`src/rtl/bounce_emulator.sv`:
```
// bounce_emulator: turns a clean level into a contact-bounce burst.
// Fixed or LFSR-randomised glitch trains, then a settled hold.
module bounce_emulator #(
    parameter int          MIN_GAP    = 4,
    parameter int          GAP_W      = 3,
    parameter int          BOUNCE_MAX = 3,
    parameter int          SETTLE_CYC = 16,
    parameter logic [15:0] SEED       = 16'hACE1
) (
    input  logic clk,
    input  logic rst_n,
    input  logic clean_in,
    input  logic enable,
    input  logic rand_en,
    output logic bouncy_out,
    output logic busy,
    output logic done
);

    localparam int SEG_MAX = MIN_GAP - 1 + (1 << GAP_W) - 1;
    localparam int SEG_W   = (SEG_MAX < 2) ? 1 : $clog2(SEG_MAX + 1);
    localparam int SET_W   = (SETTLE_CYC < 2) ? 1 : $clog2(SETTLE_CYC);

    localparam logic [15:0] SEED_EFF = (SEED == 16'h0000) ? 16'h0001 : SEED;
    localparam logic [3:0]  BMAX     = 4'(BOUNCE_MAX);

    localparam logic [1:0] IDLE   = 2'd0;
    localparam logic [1:0] BOUNCE = 2'd1;
    localparam logic [1:0] SETTLE = 2'd2;

    logic [1:0]       state;
    logic             level;
    logic             target;
    logic [SEG_W-1:0] seg_cnt;
    logic [SEG_W-1:0] gap_q;
    logic [4:0]       tog_left;
    logic [SET_W-1:0] settle_cnt;
    logic [15:0]      lfsr;

    logic [15:0]      lfsr_nxt;
    logic [3:0]       k_sel;
    logic [4:0]       tog_init;
    logic [SEG_W-1:0] gap_m1;

    // Next LFSR value and the event parameters offered at IDLE->BOUNCE.
    always_comb begin
        lfsr_nxt = {1'b0, lfsr[15:1]} ^ (lfsr[0] ? 16'hB400 : 16'h0000);
        k_sel    = BMAX;
        gap_m1   = SEG_W'(MIN_GAP - 1);
        if (rand_en) begin
            k_sel  = (lfsr[7:4] > BMAX) ? BMAX : lfsr[7:4];
            gap_m1 = gap_m1 + SEG_W'(lfsr[GAP_W-1:0]);
        end
        tog_init = {k_sel, 1'b0};
    end

    assign busy = (state != IDLE);

    // Event FSM, bypass path and LFSR stepping.
    always_ff @(posedge clk or negedge rst_n) begin
        if (!rst_n) begin
            state      <= IDLE;
            level      <= 1'b0;
            target     <= 1'b0;
            seg_cnt    <= '0;
            gap_q      <= '0;
            tog_left   <= '0;
            settle_cnt <= '0;
            lfsr       <= SEED_EFF;
            bouncy_out <= 1'b0;
            done       <= 1'b0;
        end else begin
            done <= 1'b0;
            if (enable) begin
                lfsr <= lfsr_nxt;
            end
            if (!enable) begin
                state      <= IDLE;
                bouncy_out <= clean_in;
                level      <= clean_in;
            end else begin
                case (state)
                    IDLE: begin
                        if (clean_in != level) begin
                            target     <= clean_in;
                            bouncy_out <= clean_in;
                            seg_cnt    <= gap_m1;
                            gap_q      <= gap_m1;
                            tog_left   <= tog_init;
                            state      <= BOUNCE;
                        end else begin
                            bouncy_out <= level;
                        end
                    end
                    BOUNCE: begin
                        if (seg_cnt != '0) begin
                            seg_cnt <= seg_cnt - SEG_W'(1);
                        end else if (tog_left != 5'd0) begin
                            bouncy_out <= ~bouncy_out;
                            tog_left   <= tog_left - 5'd1;
                            seg_cnt    <= gap_q;
                        end else begin
                            bouncy_out <= target;
                            settle_cnt <= SET_W'(SETTLE_CYC - 1);
                            state      <= SETTLE;
                        end
                    end
                    SETTLE: begin
                        bouncy_out <= target;
                        if (settle_cnt == '0) begin
                            level <= target;
                            done  <= 1'b1;
                            state <= IDLE;
                        end else begin
                            settle_cnt <= settle_cnt - SET_W'(1);
                        end
                    end
                    default: begin
                        state <= IDLE;
                    end
                endcase
            end
        end
    end

endmodule

```
`config.mk`:
```
export PLATFORM = sky130hd
export DESIGN_NAME = bounce_emulator
export DESIGN_NICKNAME = d
export VERILOG_FILES = /design/src/rtl/bounce_emulator.sv
export SDC_FILE = /design/constraint.sdc
export NUM_CORES = 1
export LEC_CHECK = 0
export CAP_MARGIN = 20
export CORE_ASPECT_RATIO = 1.75
export CORE_MARGIN = 1
export CORE_UTILIZATION = 50
export CTS_CLUSTER_DIAMETER = 40
export DETAILED_ROUTE_END_ITERATION = 10
export GPL_TIMING_DRIVEN = 0
export PLACE_DENSITY_LB_ADDON = 0.15
export SYNTH_ARGS = -nofsm -noshare
export SYNTH_HDL_FRONTEND = slang
export SYNTH_SLANG_ARGS = --single-unit
export TNS_END_PERCENT = 1
```
`constraint.sdc`:
```
create_clock -name clk -period 2.2 [get_ports clk]
set_clock_uncertainty 0.05 [all_clocks]
set_input_delay 0.44 -clock clk [delete_from_list [all_inputs] [get_ports clk]]
set_output_delay 0.44 -clock clk [all_outputs]
set_load 0.02 [all_outputs]
```
==> reports/metrics.csv <==
stage,metric,value,unit
synthesis,ys_seq_area_share,46.7,%
clocking,cts.path.max_buffers,2,
floorplanning,die-area,4500,um2
finish,mostFrequentLayoutCells,"dfrtp_1, nand2_1, inv_1, o21ai_0, nor2_1",
sta,finalSetupViolCount,0,
finish,insertedDiodeCount,0,
clocking,clk_pin_slew,0.08,ns
drt,vias_per_cell,5.81,
synthesis,synth-edff-count,0,
sta,period_needed,2.11,ns
grt,track_usage,21.1,%
sta,worst_slew_pin_slew,0.862,ns
floorplanning,io_pins,8,
sta,finalSetupTns,0,ns
synthesis,ys_ff_latch,39,
clocking,clk_latency,0.29,ns
critical_path,critPathRequiredTime,2.33,ns
finish,syn2layout_area_growth,11.4,%
grt,grt_pass1_wl,7100,um
sta,rsz0062_at_grt,false,
grt,grt_overflow,0,
sta,fin_crit_sh,96.0,%
power,p_leak,0.989,nW
drt,vias,1568,
floorplanning,dieWidth,51.1,um
clocking,root_buffer,clkbuf_8,
power,power,2.99,mW
drt,drtIter0Drc,20,
drt,drc,0,
finish,layout_commonest_cell,dfrtp_1,
sta,finalHoldViolations,0,
critical_path,crit_path_end_kind,register,
clocking,hold_buffers,0,
power,p_per_area,1270,nW/um2
synthesis,synthCells,205,
critical_path,cp.arrival,2.24,ns
sta,drv_slew,0,
critical_path,crit_fanout,7,
synthesis,yosys.area.top_type_share,36.7,%
floorplanning,num_rows,30,
clocking,htreeDepth,2,
synthesis,synth_area_per_cell,10.3,um2
grt,grt_pass1_vias,1609,
drt,ant_nets,0,
finish,fin_nets,236,
grt,grt_start_max_net_pins,40,
synthesis,yosys_most_used_dff,dfrtp_1,
grt,antenna_found_initial,0,
finish,num-fill-cells,334,
critical_path,crit_type,in2reg,
sta,maxSlewHeadroom,42.5,%
sta,max_freq,474,MHz
place,dp_hpwl,3130,um
finish,layout-drive-gt1-share,21.2,%
clocking,cts_tree,done,
run_status,status,"complete, no violations",
synthesis,ys_warn_count,0,
place,place_congestion,0.897,
synthesis,synth_area,2110,um2
floorplanning,initial_core_util,53.6,%
drt,drt_first_pass_iters,4,
synthesis,yosys-top-cells-area,"dfrtp_1, dfstp_2, ha_1",
clocking,cts_made_buffers,5,
power,worst_ir_drop_vdd,719,uV
drt,wl_per_cell,15.4,um
job,maxCapViolations,0,
critical_path,cp-start-kind,input pin,
synthesis,synth_fp_nets,220,
synthesis,synthArstFlopShare,100,%
floorplanning,core-area,3940,um2
synthesis,synthDistinctLibCells,50,
clocking,cts_sinks,39,
place,port_buffers,7,
min_path,min_path_type,in2async,
drt,drt_wl_total,4160,um
floorplanning,die_h,88.0,um
synthesis,yosysTopAreaCell,dfrtp_1,
==> critical path, cell delays in order <==
cell,delay [ns]
clkdlybuf4s50_1,0.60
ha_4,0.26
a21bo_2,0.28
or3_1,0.41
o221a_2,0.26
==> timing repair <==
action | CTS | global route
resized for setup | 1 | 2
setup endpoints to repair | 1 | 6
gates cloned | 0 | 0
buffers inserted | 0 | 2
==> report_power, final <==
part / internal [mW] / switching, mW / leakage, nW
combinational: 0.570 / 0.648 / 0.494
clock: 0.221 / 0.245 / 0.0412
sequential: 1.06 / 0.243 / 0.453
==> worst paths after layout <==
check                      startpoint     endpoint  slack [ns]  cells after the start
max                          clean_in  tog_left[1]        0.09                      5
max reg2reg                seg_cnt[0]  tog_left[1]        0.19                      7
min                             rst_n        level        0.21                      1
min reg2reg                  lfsr[13]     lfsr[13]        0.45                      2
max in group asynchronous       rst_n     state[0]        1.35                      1
min in group clk             lfsr[13]     lfsr[13]        0.45                      2
==> per-layer routing <==
layer	up-vias	global-route usage, %	wire length (um)
li1	762	-	-
met1	768	22.3	1680
met2	29	39.0	2290
met3	9	4.34	110
met4	0	9.34	78
met5	-	0	0
==> area by class of cell <==
class / count / area (um2) / share of cell area [%]
buffer: 6 / 31.3 / 1.33
clock buffer: 6 / 72.6 / 3.08
clock inverter: 2 / 12.5 / 0.532
inverter: 17 / 63.8 / 2.71
multi-input combinational: 143 / 1050 / 44.6
sequential: 39 / 986 / 41.9
tap: 48 / 60.1 / 2.55
timing repair buffer: 9 / 78.8 / 3.35
==> cells in the mapped netlist, types with 2 or more instances <==
library cell and n:
a211oi_1 2, a21oi_1 6, a21oi_2 2, a31oi_1 5
clkbuf_1 4, dfrtp_1 31, dfstp_2 8, ha_1 10
inv_1 16, mux2_2 11, mux2i_1 3, nand2_1 24
nand3_1 5, nor2_1 13, nor3_1 4, nor3b_1 2
o211ai_1 2, o21a_1 2, o21ai_0 13, o221a_2 2
o22ai_1 3, o31ai_1 4, or3_1 3, xnor2_1 4
==> logic make-up (layout without fill, tap and decap cells) <==
family	Yosys count	count (layout)	share of synthesized area (%)
buffers and inverters	23	40	4.50
XOR/XNOR	4	4	1.66
adder cells (fa/ha/maj)	10	10	5.92
multiplexers	14	14	7.29
AO/OA/AOI/OAI	54	54	18.5
flip-flops	39	39	46.7
AND/OR/NAND/NOR	61	61	15.5
==> metrics by stage <==
step	utilization (%)	setup slack [ns]	cells	instance area (um2)	hold WS [ns]
after global routing	59.7	0.0407	270	2350	0.270
after detailed placement	56.8	-0.249	260	2240	0.439
after global placement	56.9	-0.230	260	2240	0.430
final	59.7	0.0886	270	2350	0.213
after CTS	58.9	0.0407	268	2320	0.243
after floorplan	-	0.362	205	2110	0.0944
==> registers in the layout, indices dropped and copies added, names as in the netlist <==
name and count:
bouncy_out 1, done 1, gap_q 4, level 1, lfsr 16, seg_cnt 4
settle_cnt 4, state 2, target 1, tog_left 5
Note: power is estimated with default switching activity, not from simulation.
